==> config.mk <==
export PLATFORM = sky130hd
export DESIGN_NAME = ifetch_unit_flat
export DESIGN_NICKNAME = d
export VERILOG_FILES = /design/src/rtl/ifetch_unit_if.sv /design/src/rtl/ifetch_unit.sv /design/src/flat_wrapper.sv
export SDC_FILE = /design/constraint.sdc
export NUM_CORES = 1
export LEC_CHECK = 0
export ABC_AREA = 1
export BUFFER_PORTS_ARGS = -buffer_cell sky130_fd_sc_hd__buf_2
export CORE_MARGIN = 2
export CORE_UTILIZATION = 53
export DETAILED_ROUTE_END_ITERATION = 10
export PLACE_DENSITY = 0.85
export SYNTH_ARGS = -nofsm -noshare
export SYNTH_HDL_FRONTEND = slang
export SYNTH_SLANG_ARGS = --single-unit
export TNS_END_PERCENT = 20
==> constraint.sdc <==
create_clock -name clk -period 2.1 [get_ports clk]
set_input_delay 0.21 -clock clk [delete_from_list [all_inputs] [get_ports clk]]
set_output_delay 0.21 -clock clk [all_outputs]
set_load 0.05 [all_outputs]
==> src/rtl/ifetch_unit_if.sv <==
// Instruction-memory request/acknowledge bus between the fetch unit and memory.
// The fetch unit drives the master side; memory (or a bench model) the slave side.
interface ifetch_unit_if #(
    parameter int ADDR_W = 32
);
    logic              imemReq;
    logic [ADDR_W-1:0] imemAddr;
    logic              imemAck;
    logic [31:0]       imemData;

    modport master (
        output imemReq,
        output imemAddr,
        input  imemAck,
        input  imemData
    );

    modport slave (
        input  imemReq,
        input  imemAddr,
        output imemAck,
        output imemData
    );
endinterface

==> src/rtl/ifetch_unit.sv <==
// Instruction fetch / IR block: IDLE -> REQ -> DONE fetch of one word per fecAbl, plus PC upkeep.
// Optional feature macro IFETCH_TIMEOUT_EN: abandon a request after TIMEOUT cycles without ack.
module ifetch_unit #(
    parameter int              ADDR_W   = 32,
    parameter logic [ADDR_W-1:0] RESET_PC = '0,
    parameter int              TIMEOUT  = 15
) (
    input  logic              clk,
    input  logic              rst,
    input  logic              fecAbl,
    input  logic              pcLoad,
    input  logic [ADDR_W-1:0] pcNew,
    ifetch_unit_if.master     imem,
    output logic [31:0]       irOut,
    output logic [5:0]        irOutOpe,
    output logic [5:0]        irOutFunct,
    output logic [ADDR_W-1:0] pcOut,
    output logic              irValid,
    output logic              busy,
    output logic              fetchErr
);

    typedef enum logic [1:0] {
        S_IDLE = 2'd0,
        S_REQ  = 2'd1,
        S_DONE = 2'd2
    } state_e;

    state_e            state_q, state_d;
    logic [ADDR_W-1:0] pc_q, pc_d;
    logic [ADDR_W-1:0] addr_q, addr_d;
    logic [31:0]       ir_q, ir_d;
    logic              ir_valid_q, ir_valid_d;
    logic              req_q, req_d;
    logic              busy_q, busy_d;

`ifdef IFETCH_TIMEOUT_EN
    localparam int CNT_W = (TIMEOUT < 2) ? 1 : $clog2(TIMEOUT);
    logic [CNT_W-1:0] cnt_q, cnt_d;
    logic             err_q, err_d;
`endif

    // Next-state and next-value logic for the fetch sequencer and PC.
    always_comb begin
        state_d    = state_q;
        pc_d       = pc_q;
        addr_d     = addr_q;
        ir_d       = ir_q;
        ir_valid_d = ir_valid_q;
        req_d      = req_q;
`ifdef IFETCH_TIMEOUT_EN
        cnt_d      = cnt_q;
        err_d      = err_q;
`endif
        case (state_q)
            S_IDLE: begin
                if (fecAbl) begin
                    state_d    = S_REQ;
                    addr_d     = pc_q;
                    req_d      = 1'b1;
                    ir_valid_d = 1'b0;
`ifdef IFETCH_TIMEOUT_EN
                    cnt_d      = '0;
                    err_d      = 1'b0;
`endif
                end else begin
                    state_d = S_IDLE;
                end
            end
            S_REQ: begin
                if (imem.imemAck) begin
                    state_d    = S_DONE;
                    ir_d       = imem.imemData;
                    pc_d       = addr_q + ADDR_W'(4);
                    ir_valid_d = 1'b1;
                    req_d      = 1'b0;
`ifdef IFETCH_TIMEOUT_EN
                end else if (cnt_q == CNT_W'(TIMEOUT - 1)) begin
                    // The count would reach TIMEOUT on this edge: give up, leave PC/IR alone.
                    state_d = S_IDLE;
                    req_d   = 1'b0;
                    err_d   = 1'b1;
                end else begin
                    cnt_d = cnt_q + CNT_W'(1);
                end
`else
                end else begin
                    state_d = S_REQ;
                end
`endif
            end
            S_DONE: begin
                state_d = S_IDLE;
            end
            default: begin
                state_d = S_IDLE;
                req_d   = 1'b0;
            end
        endcase

        // A branch/jump load beats the sequential increment on the same edge.
        if (pcLoad) begin
            pc_d = {pcNew[ADDR_W-1:2], 2'b00};
        end else begin
            pc_d = pc_d;
        end

        busy_d = (state_d != S_IDLE);
    end

    // State registers with synchronous active-low reset.
    always_ff @(posedge clk) begin
        if (!rst) begin
            state_q    <= S_IDLE;
            pc_q       <= RESET_PC;
            addr_q     <= '0;
            ir_q       <= 32'h0000_0000;
            ir_valid_q <= 1'b0;
            req_q      <= 1'b0;
            busy_q     <= 1'b0;
`ifdef IFETCH_TIMEOUT_EN
            cnt_q      <= '0;
            err_q      <= 1'b0;
`endif
        end else begin
            state_q    <= state_d;
            pc_q       <= pc_d;
            addr_q     <= addr_d;
            ir_q       <= ir_d;
            ir_valid_q <= ir_valid_d;
            req_q      <= req_d;
            busy_q     <= busy_d;
`ifdef IFETCH_TIMEOUT_EN
            cnt_q      <= cnt_d;
            err_q      <= err_d;
`endif
        end
    end

    // busy_q tracks (state_q != IDLE) exactly, registered alongside the state.
    assign busy          = busy_q;
    assign imem.imemReq  = req_q;
    assign imem.imemAddr = addr_q;
    assign irOut         = ir_q;
    assign irOutOpe      = ir_q[31:26];
    assign irOutFunct    = ir_q[5:0];
    assign pcOut         = pc_q;
    assign irValid       = ir_valid_q;

`ifdef IFETCH_TIMEOUT_EN
    assign fetchErr = err_q;
`else
    assign fetchErr = 1'b0;
`endif

endmodule

==> src/flat_wrapper.sv <==
// flat-port wrapper written by rule: the top's interface ports become plain ports
module ifetch_unit_flat 
#(
    parameter int              ADDR_W   = 32,
    parameter logic [ADDR_W-1:0] RESET_PC = '0,
    parameter int              TIMEOUT  = 15
)
  (clk, rst, fecAbl, pcLoad, pcNew, irOut, irOutOpe, irOutFunct, pcOut, irValid, busy, fetchErr, imem_imemReq, imem_imemAddr, imem_imemAck, imem_imemData);
  ifetch_unit_if #(.ADDR_W(ADDR_W)) imem_i ();
  input  logic clk;
  input  logic rst;
  input  logic fecAbl;
  input  logic pcLoad;
  input  logic [ADDR_W-1:0] pcNew;
  output logic [31:0] irOut;
  output logic [5:0] irOutOpe;
  output logic [5:0] irOutFunct;
  output logic [ADDR_W-1:0] pcOut;
  output logic irValid;
  output logic busy;
  output logic fetchErr;
  output wire logic [$bits(imem_i.imemReq)-1:0] imem_imemReq;
  output wire logic [$bits(imem_i.imemAddr)-1:0] imem_imemAddr;
  input wire logic [$bits(imem_i.imemAck)-1:0] imem_imemAck;
  input wire logic [$bits(imem_i.imemData)-1:0] imem_imemData;
  assign imem_imemReq = imem_i.imemReq;
  assign imem_imemAddr = imem_i.imemAddr;
  assign imem_i.imemAck = imem_imemAck;
  assign imem_i.imemData = imem_imemData;
  ifetch_unit #(.ADDR_W(ADDR_W), .RESET_PC(RESET_PC), .TIMEOUT(TIMEOUT)) u_core (.clk(clk), .rst(rst), .fecAbl(fecAbl), .pcLoad(pcLoad), .pcNew(pcNew), .imem(imem_i), .irOut(irOut), .irOutOpe(irOutOpe), .irOutFunct(irOutFunct), .pcOut(pcOut), .irValid(irValid), .busy(busy), .fetchErr(fetchErr));
endmodule
==> run metrics, run 1 <==
min-delay src imem_imemData[2]; Power Density 768.4 nW/µm²; Yosys reg bits 101; syn avg cell area 6.781 µm²; Yosys warnings 0; post-synth net total 780; DRT Pass-1 Iters 5; # IOs 181; clk_skew 0.009253 ns; DRC 0; Final Cycle Share 77.31%; vias per cell 5.149; worst setup margin 0.4765 ns; Worst-path clk slew 0.10 ns; CP arrival 1.92 ns; Top delay family on crit path simple AND/OR/NAND/NOR gates; crit-path cells inv_1 -> nand2_2 -> nor2_8 -> nor2_2 -> buf_12 -> nand2_1 -> nand2_1 -> inv_1 -> a21oi_1; Fillers 788; R2R cell count 9; total power 4535 µW; vias post-DR 5015; maximum VDD drop 0.0004838 V; Slew headroom 58.94%; Routed Antenna Nets 0; share of cells above drive strength 1 27.83%; die height 99.31 µm; CORE AREA 8763 µm²; register area share after synthesis 42.00%; setup TNS 0 ns; detailed placement HPWL 9765 µm; CTS buffer count 9; nets@finish 931; Mapped Cells 710; Worst Tran Pin Value 0.6150 ns; unrepaired setup endpoints after global routing no; row count 34; Skew-Pair Late Insertion Delay 0.37 ns; hold path cells 3; largest net degree at the start of global routing 49; vias in the first global route 4620; final global-route overflow total 0; fin. max-slew vios 0; total track usage 26.72%; critical-path maximum fanout 19; Worst Setup Slack post-DPL 0.4832 ns; antenna violations before repair 0; PostCTS Resize Cnt 0; Final Instance Area 5902 µm²; fmax 0.6160 GHz; fin crit period 1.623 ns; Buf+Inv Stages, Crit Path 3; CP startpoint kind flip-flop; WL/cell 13.63 µm; drt initial violations 246; Crit Path Category flip-flop to flip-flop; Leakage 0.002933 µW; slowest stage delay, CP 0.48 ns; endpoint class of the critical path flip-flop; # Post-CTS Setup Buffers 0; H-Tree Depth 3; initial core utilization 54.94%; final WL 13280 µm; Reg-to-Reg End u_core.pcOut[26]; hold crit path type primary input to flip-flop; placed instance area 5695 µm²; Final Hold Viols 0; Longest Clk Path Bufs 2; TritonCTS clock tree done; clk root buf clkbuf_8; Final Util 67.35%; Port Buffers 177; Reg2Reg Launch Point u_core.state_q[1]; first-pass GRT wire length 21530 µm; gpl congestion 0.8917; Cell Area, Synth 4815 µm²; status finished clean; die area 9862 µm²; CP required 2.39 ns; Hold Path End u_core.irOut[2]; synthesis-to-layout area growth 22.58%; Yosys cell types 28; CTS Hold Bufs 0; antenna diode count 0; Max Cap Viol 0; CP max stage cell nor2_2; Reg2Reg Setup Slack 0.48 ns; CTS Sinks 101; Setup violations, final 0; chip width 99.31 µm
==> placed cells by master, fill, tap and decap left out <==
cell        instances
clkbuf_8            9
clkinv_2            1
nand2_4             2
nand3_1            37
o21ai_1             2
clkinv_4            2
buf_12              3
nand3b_1            2
buf_4               4
a31o_2              1
nor2_4              5
nand2_1           162
nor2_8              2
bufinv_16           1
conb_1              1
a211oi_1            2
inv_6               1
a21oi_2             5
o21ai_0            75
inv_8               1
nand2_2            11
a31oi_1             8
dfxtp_1           101
ha_1                1
nor2_1            112
o211ai_1            1
nand3_2             5
inv_2               4
buf_2             177
inv_1              70
nor2_2              5
a21oi_1            51
clkinvlp_4          2
==> tightest hold or removal path, delay by kind of cell <==
kind,cells,cell delay (ns)
and+or+nand+nor,2,0.11
buffers and inverters,1,0.07
==> synth_stat cells <==
master | number | area share (%)
o21ai_0 | 75 | 7.8
a31o_2 | 1 | 0.18
clkinv_2 | 1 | 0.10
buf_4 | 13 | 2.0
nor2_1 | 113 | 8.8
nand2_1 | 162 | 13
o211ai_1 | 1 | 0.16
a21oi_2 | 5 | 0.91
o21ai_1 | 2 | 0.21
nor2_8 | 2 | 0.83
nand3b_1 | 2 | 0.31
clkbuf_1 | 22 | 1.7
dfxtp_1 | 101 | 42
a211oi_1 | 2 | 0.31
buf_2 | 7 | 0.73
nor2_2 | 4 | 0.52
nand3_1 | 38 | 4.0
a31oi_1 | 8 | 1.0
nand2_4 | 2 | 0.47
inv_1 | 70 | 5.5
ha_1 | 1 | 0.26
a21oi_1 | 51 | 5.3
inv_2 | 4 | 0.31
buf_6 | 2 | 0.47
nor2_4 | 5 | 1.2
nand2_2 | 11 | 1.4
nand3_2 | 4 | 0.83
conb_1 | 1 | 0.078
==> worst max path at each step <==
stage / from / to / slack [ns] / cells past startpoint
2_1_floorplan: u_core.imem.imemAddr[3] / u_core.pcOut[12] / 0.30 / 8
3_3_place_gp: pcLoad / u_core.pcOut[8] / 0.51 / 6
3_5_place_dp: imem_imemAck / u_core.pcOut[26] / 0.48 / 9
4_1_cts: u_core.state_q[1] / u_core.pcOut[26] / 0.47 / 9
5_1_grt: u_core.imem.imemAddr[3] / u_core.pcOut[30] / 0.32 / 9
6_report: u_core.state_q[1] / u_core.pcOut[26] / 0.48 / 9
==> registers in the layout (all words and copies together), names as in the netlist <==
register	flops
u_core.imem.imemReq	1
u_core.pcOut	32
u_core.state_q	2
u_core.imem.imemAddr	32
u_core.irValid	1
u_core.busy	1
u_core.irOut	32
==> layer usage <==
| layer | up-vias | global-route usage [%] | part of all wire, % |
|---|---|---|---|
| met1 | 2242 | 34.04 | 42 |
| met4 | 0 | 8.114 | 1.8 |
| li1 | 2541 | - | - |
| met2 | 211 | 45.89 | 48 |
| met5 | - | 0 | 0 |
| met3 | 21 | 5.200 | 7.9 |
==> layout make-up <==
| cell class | count | area, µm² | area share (%) |
|---|---|---|---|
| Multi-Input combinational cell | 490 | 2280 | 38.63 |
| Sequential cell | 101 | 2022 | 34.26 |
| Timing Repair Buffer | 184 | 975.9 | 16.54 |
| Inverter | 75 | 282.8 | 4.791 |
| Tap cell | 108 | 135.1 | 2.290 |
| Clock buffer | 9 | 123.9 | 2.099 |
| Clock inverter | 7 | 82.58 | 1.399 |
==> where the power goes <==
group / switching [µW] / leakage, µW / internal (µW)
Combinational: 818 / 0.00200 / 264
Sequential: 118 / 0.000830 / 2040
Clock: 723 / 0.0000980 / 568
==> stage by stage <==
step | cells | hold WS (ns)
floorplan | 710 | 0.3449
global placement | 958 | 0.4302
detailed placement | 958 | 0.4387
CTS | 974 | 0.04845
global route | 974 | 0.06114
finish | 974 | 0.06023
==> cells by family (layout without fill, tap and decap cells) <==
logic type               Yosys count  in the layout  synth area share (%)
adder cells (fa/ha/maj)            1              1                0.2598
buffers and inverters            119            275                 10.81
flip-flops                       101            101                 42.00
AND/OR/NAND/NOR                  343            343                 30.95
AO/OA/AOI/OAI                    145            145                 15.90
other                              1              1               0.07789
(Power assumes the default switching activity.)
==> inputs of run 2 (changes only) <==
--- a/config.mk
+++ b/config.mk
@@ -5,12 +5,12 @@
 export SDC_FILE = /design/constraint.sdc
 export NUM_CORES = 1
 export LEC_CHECK = 0
-export ABC_AREA = 1
+export ABC_AREA = 0
 export BUFFER_PORTS_ARGS = -buffer_cell sky130_fd_sc_hd__buf_2
 export CORE_MARGIN = 2
-export CORE_UTILIZATION = 53
+export CORE_UTILIZATION = 48
 export DETAILED_ROUTE_END_ITERATION = 10
-export PLACE_DENSITY = 0.85
+export PLACE_DENSITY = 0.8
 export SYNTH_ARGS = -nofsm -noshare
 export SYNTH_HDL_FRONTEND = slang
 export SYNTH_SLANG_ARGS = --single-unit
==> constraint.sdc (replaced) <==
create_clock -name clk -period 1.6 [get_ports clk]
set_input_delay 0.16 -clock clk [delete_from_list [all_inputs] [get_ports clk]]
set_output_delay 0.16 -clock clk [all_outputs]
set_load 0.05 [all_outputs]
==> run 2 against run 1 <==
  * The flow now finishes with violations (setup timing)
  * Worst hold slack got worse by 0.042 ns
  * Via count decreased by 6.8%
  * Cell count decreased by 14%
  * Synthesized cell count decreased by 22%
  * Clock power increased by 26%
  * Routed wire length about the same
  * Final area decreased by 2.0%
  * Die area increased by 0.33%
  * Total power increased by 19%
  * Clock-buffer cell count increased by 1
  * Largest power group unchanged
  * Highest routed layer unchanged
==> run metrics, run 2 <==
Critical Path Source u_core.imem.imemAddr[4]; commonest cells after routing, fill and taps aside buf_2 (177), nand2_1 (161), a21oi_1 (94), dfxtp_1 (76), buf_4 (29); count leader, synth nand2_1; WL/cell 15.79 µm (+16%); CP startpoint kind flip-flop; Synth area leader dfxtp_1; Final Hold Viols 0 (unchanged); status finished, violations left; maximum VDD drop 0.0004778 V (-1.2%); vias per cell 5.549 (+7.8%); Final Cycle Share 102.9% (+26 points); crit path capture u_core.pcOut[13]; Most used DFF post-synth dfxtp_1; Yosys warnings 0 (unchanged); share of cells above drive strength 1 36.92% (+9.1 points); area fraction of the dominant cell type after synthesis 46.21% (+4.2 points); critical-path maximum fanout 8 (-11); final WL 13290 µm (about the same); hold crit path type primary input to flip-flop; violated checks setup timing; endpoint class of the critical path flip-flop; Yosys cell types 39 (+39%); CORE AREA 8763 µm² (unchanged); die height 99.48 µm (+0.17%); antenna diode count 0 (unchanged); Longest Clk Path Bufs 2 (unchanged); row count 34 (unchanged); CTS buffer count 9 (unchanged); nets@finish 799 (-14%); fmax 0.6075 GHz (-1.4%); largest net degree at the start of global routing 60 (+22%); fin. max-slew vios 0 (unchanged); Reg2Reg Setup Slack -0.05 ns (-0.52 ns); R2R cell count 6 (-3); detailed placement HPWL 9384 µm (-3.9%); CP arrival 1.89 ns (-0.03 ns); first-pass GRT wire length 20780 µm (-3.5%); setup TNS -0.09562 ns (-0.09562 ns); worst setup margin -0.04607 ns (-0.5226 ns); Worst Setup Slack post-DPL -0.04264 ns (-0.5258 ns); fin crit period 1.646 ns (+0.02258 ns); # IOs 181 (unchanged); antenna violations before repair 0 (unchanged); Max Cap Viol 0 (unchanged); Cell Area, Synth 4375 µm² (-9.1%); Commonest cells post-synth nand2_1 (161), dfxtp_1 (101), a21oi_1 (94); fraction of registers with async set/reset 0% (unchanged); TritonCTS clock tree done; syn avg cell area 7.870 µm² (+16%); gpl congestion 0.8419 (-5.6%); drt initial violations 172 (-30%); Leakage 0.002676 µW (-8.8%); Port Buffers 177 (unchanged); Yosys reg bits 101 (unchanged); initial core utilization 49.93% (-5.0 points); largest cells by area after synthesis dfxtp_1 (46%), nand2_1 (14%), a21oi_1 (11%); Worst-path clk slew 0.11 ns (about the same); final global-route overflow total 0 (unchanged); Crit Path Category flip-flop to flip-flop; CTS Hold Bufs 0 (unchanged); clk root buf clkbuf_8; die area 9895 µm² (+0.33%); total track usage 25.73% (-1.0 points); Power Density 931.4 nW/µm² (+21%); H-Tree Depth 3 (unchanged); number of flops mapped to enable cells by yosys 0 (unchanged); Reg2Reg Launch Point u_core.imem.imemAddr[4]; DRC 0 (unchanged); clk_skew 0.01548 ns (+0.006224 ns); post-synth net total 626 (-20%); vias post-DR 4672 (-6.8%); Skew-Pair Late Insertion Delay 0.36 ns (about the same); vias in the first global route 4327 (-6.3%); Setup violations, final 3 (+3); Mapped Cells 556 (-22%); unrepaired setup endpoints after global routing yes; synthesis-to-layout area growth 32.23%; chip width 99.48 µm (+0.17%); Reg-to-Reg End u_core.pcOut[13]; commonest non-fill, non-tap cell in the layout buf_2; register area share after synthesis 46.21% (+4.2 points); CP required 1.85 ns (-0.54 ns); Routed Antenna Nets 0 (unchanged); DRT Pass-1 Iters 5 (unchanged); Final Util 66.02% (-1.3 points); CTS Sinks 101 (unchanged)
## run 2: cell count changes in the layout (fill, tap and decap cells not counted), sizes merged, moves of 22 or more
cell   before  now
o21ai      77    8
buf       184  211
nor2      124   23
and3        0   22
inv        76    8
a21oi      56   94
nand3      42   13
## run 2: repair_timing
action,CTS,global route
endpoints found under the setup margin,5,13
buffers inserted,1,0
gates resized for setup,1,8
pin swaps,2,5
## run 2: stage by stage
| step | cells | total power [µW] | hold slack (ns) | instance area [µm²] |
|---|---|---|---|---|
| after detailed placement | 825 | 3816 | 0.3980 | 5522 |
| after floorplan | 556 | 3494 | 0.2960 | 4488 |
| after CTS | 842 | 5419 | 0.004800 | 5743 |
| after global routing | 842 | 5611 | 0.007875 | 5786 |
| final | 842 | 5389 | 0.01828 | 5786 |
| after global placement | 825 | 3790 | 0.3878 | 5522 |
## run 2: worst min path at each step
stage | endpoint | from | cells after the start | slack [ns]
3_3_place_gp | u_core.pcOut[5] | pcNew[5] | 3 | 0.39
6_report | u_core.irOut[4] | imem_imemData[4] | 3 | 0.02
2_1_floorplan | u_core.irOut[0] | imem_imemData[0] | 2 | 0.30
3_5_place_dp | u_core.pcOut[6] | pcNew[6] | 3 | 0.40
4_1_cts | u_core.irOut[4] | imem_imemData[4] | 3 | 0.005
5_1_grt | u_core.pcOut[5] | pcNew[5] | 3 | 0.008
## run 2: power by group
group	total [µW]	switching (µW)	internal, µW
Sequential	2700	91.3	2610
Clock	1620	938	684
Combinational	1070	774	293
Total	5390	1800	3580
## run 2: cell type report
type                       count  area [µm²]
timing repair buffer         211        1186
clock buffer                  10       148.9
clock inverter                 6       50.05
multi-input combinational    401        2156
tap                          108       135.1
inverter                       5       18.77
fill                         755        2978
sequential                   101        2091
## run 2: logic make-up (layout without fill, tap and decap cells)
group | count (synthesis) | count (layout) | synth area share, %
other | 1 | 1 | 0.08571
AOI/OAI and AO/OA | 130 | 130 | 16.33
and+or+nand+nor | 243 | 243 | 25.36
buffers and inverters | 54 | 232 | 6.491
adders and majority gates | 1 | 1 | 0.2859
DFF | 101 | 101 | 46.21
muxes | 1 | 1 | 0.2288
xor gates and xnor gates | 25 | 25 | 5.004
## run 2: routing by layer
metal / track usage (%) / vias up / routed length [µm]
li1: - / 2211 / -
met4: 8.114 / 0 / 221
met3: 5.481 / 19 / 1246
met1: 32.07 / 2192 / 5349
met2: 44.54 / 250 / 6475
met5: 0 / - / 0
## run 2: worst max-delay path: stages (launching register included)
cell      delay [ns]
dfxtp_4         0.41
nand4_1         0.24
buf_4           0.24
nor3_1          0.19
xor2_1          0.12
a221oi_2        0.27
nor2_1          0.06
==> inputs of run 3 (changes only) <==
--- a/config.mk
+++ b/config.mk
@@ -7,6 +7,7 @@
 export LEC_CHECK = 0
 export ABC_AREA = 0
 export BUFFER_PORTS_ARGS = -buffer_cell sky130_fd_sc_hd__buf_2
+export CORE_ASPECT_RATIO = 0.7
 export CORE_MARGIN = 2
 export CORE_UTILIZATION = 48
 export DETAILED_ROUTE_END_ITERATION = 10
==> run 3 against run 2 <==
  * The run now ends clean
  * Clock power grew 36%
  * First-iteration DRC count up 33%
  * Non-clock buffer count decreased by 4
  * Clock skew down 0.0096 ns
  * Critical path depth rose by 1
  * Flip-flop and latch count stayed put
  * Die area is 0.12% higher
  * Total power is 11% higher
  * Setup slack better by 0.091 ns
  * Clock-buffer cell count is 1 higher
  * Largest power group unchanged
==> run metrics, run 3 (synthesis results as in run 2) <==
status finished clean; largest net degree at the start of global routing 37 (-38%); worst setup margin 0.04522 ns (+0.09129 ns); vias in the first global route 4201 (-2.9%); vias per cell 5.300 (-4.5%); DRC 0 (unchanged); WL/cell 14.83 µm (-6.1%); total track usage 24.96% (-0.77 points); Max Cap Viol 0 (unchanged); fmax 0.6432 GHz (+5.9%); final global-route overflow total 0 (unchanged); Power Density 1013 nW/µm² (+8.8%); commonest cells after routing, fill and taps aside buf_2 (177), nand2_1 (161), a21oi_1 (94), dfxtp_1 (77), buf_4 (27); placed instance area 5504 µm² (-0.32%); row count 29 (-15%); Routed Antenna Nets 0 (unchanged); final WL 12660 µm (-4.8%); # IOs 181 (unchanged); Reg2Reg Launch Point u_core.imem.imemAddr[10]; Skew-Pair Late Insertion Delay 0.34 ns (-0.02 ns); Worst-path clk slew 0.07 ns (-0.04 ns); Final Hold Viols 0 (unchanged); Longest Clk Path Bufs 2 (unchanged); maximum VDD drop 0.0006268 V (+31%); Setup violations, final 0 (-3); clk root buf clkbuf_16; non-filler cells in the finished layout 854 (+1.4%); CP required 1.86 ns (about the same); Final Instance Area 5879 µm² (+1.6%); gpl congestion 0.8361 (-0.69%); CP startpoint kind flip-flop; hold path cells 3 (unchanged); CORE AREA 8962 µm² (+2.3%); detailed placement HPWL 9015 µm (-3.9%); drt initial violations 229 (+33%); Reg-to-Reg End u_core.pcOut[30]; H-Tree Depth 3 (unchanged); hold crit path type primary input to flip-flop; critical-path maximum fanout 8 (unchanged); initial core utilization 48.82% (-1.1 points); Hold Path End u_core.pcOut[6]; DRT Pass-1 Iters 5 (unchanged); Leakage 0.002715 µW (+1.5%); Crit Path Category flip-flop to flip-flop; antenna violations before repair 0 (unchanged); share of cells above drive strength 1 36.58% (-0.35 points); CTS buffer count 9 (unchanged); die height 83.88 µm (-16%); Reg2Reg Setup Slack 0.05 ns (+0.09 ns); antenna diode count 0 (unchanged); die area 9907 µm² (+0.12%); vias post-DR 4526 (-3.1%); Fillers 750 (-0.66%); placed insts 836 (+1.3%); R2R cell count 7 (+1); CTS Sinks 101 (unchanged); TritonCTS clock tree done; chip width 118.1 µm (+19%); Worst Setup Slack post-DPL -0.01002 ns (+0.03262 ns); CTS Hold Bufs 0 (unchanged); fin crit period 1.555 ns (-0.09129 ns); nets@finish 795 (-0.50%); Register Area 2087 µm² (-0.18%); min-delay src pcNew[6]; unrepaired setup endpoints after global routing yes; commonest non-fill, non-tap cell in the layout buf_2; CP arrival 1.82 ns (-0.07 ns); endpoint class of the critical path flip-flop; synthesis-to-layout area growth 34.37%; Multi-input gate area 2167 µm² (+0.52%); hold slack final 0.04689 ns (+0.02861 ns); fin. max-slew vios 0 (unchanged); Final Cycle Share 97.17% (-5.7 points); Port Buffers 177 (unchanged); clk_skew 0.005829 ns (-0.009648 ns); first-pass GRT wire length 20130 µm (-3.1%)
[run 3: cell count changes in the layout (fill, tap and decap cells not counted), sizes merged]
cell	change
buf	-4
clkbuf	+1
clkinv	-1
[run 3: worst max-delay path: stages, from the launching register on]
cell      delay [ns]
dfxtp_4         0.39
nand4_1         0.10
buf_4           0.19
nor3_4          0.23
buf_12          0.16
nand3_2         0.08
xor2_1          0.16
a211oi_2        0.17
[run 3: layout make-up]
type	count	share of cell area [%]
sequential	101	35.50
clock buffer	11	4.682
clock inverter	5	0.6172
tap	124	2.639
multi-input combinational	401	36.86
timing repair buffer	207	19.39
inverter	5	0.3192
[run 3: worst max-delay path by stage]
| stage | slack, ns | startpoint | endpoint | cells after the start |
|---|---|---|---|---|
| after floorplan | -0.04 | u_core.imem.imemAddr[10] | u_core.pcOut[30] | 5 |
| after global placement | 0.05 | u_core.imem.imemAddr[2] | u_core.pcOut[16] | 6 |
| after detailed placement | -0.01 | u_core.imem.imemAddr[2] | u_core.pcOut[16] | 6 |
| after CTS | -0.01 | u_core.imem.imemAddr[2] | u_core.pcOut[16] | 6 |
| after global routing | -0.03 | u_core.imem.imemAddr[2] | u_core.pcOut[28] | 7 |
| final | 0.05 | u_core.imem.imemAddr[10] | u_core.pcOut[30] | 7 |
[run 3: routing by layer]
| layer | part of all wire, % | vias to the layer above | routed length (µm) | global-route usage [%] |
|---|---|---|---|---|
| li1 | - | 2212 | - | - |
| met1 | 44 | 2104 | 5518 | 31.74 |
| met2 | 48 | 193 | 6017 | 41.99 |
| met3 | 7.4 | 17 | 935 | 6.421 |
| met4 | 1.5 | 0 | 189 | 7.010 |
| met5 | 0 | - | 0 | 0 |
[run 3: per-stage QoR]
stage	util [%]	TNS [ns]	power, µW
floorplan	-	-0.2621	3494
global placement	61.41	0	3778
detailed placement	61.41	-0.01002	3801
CTS	64.99	-0.01329	6006
global route	65.60	-0.04506	6203
finish	65.60	0	5958
[run 3: repair_timing]
| action | CTS | global route |
|---|---|---|
| gates resized for setup | 1 | 7 |
| endpoints found under the setup margin | 2 | 16 |
| setup buffers | 0 | 2 |
| pin swaps | 2 | 11 |
[run 3: where the power goes]
part           internal [µW]  switching [µW]
Sequential              2610            94.5
Clock                   1250             955
Combinational            281             763
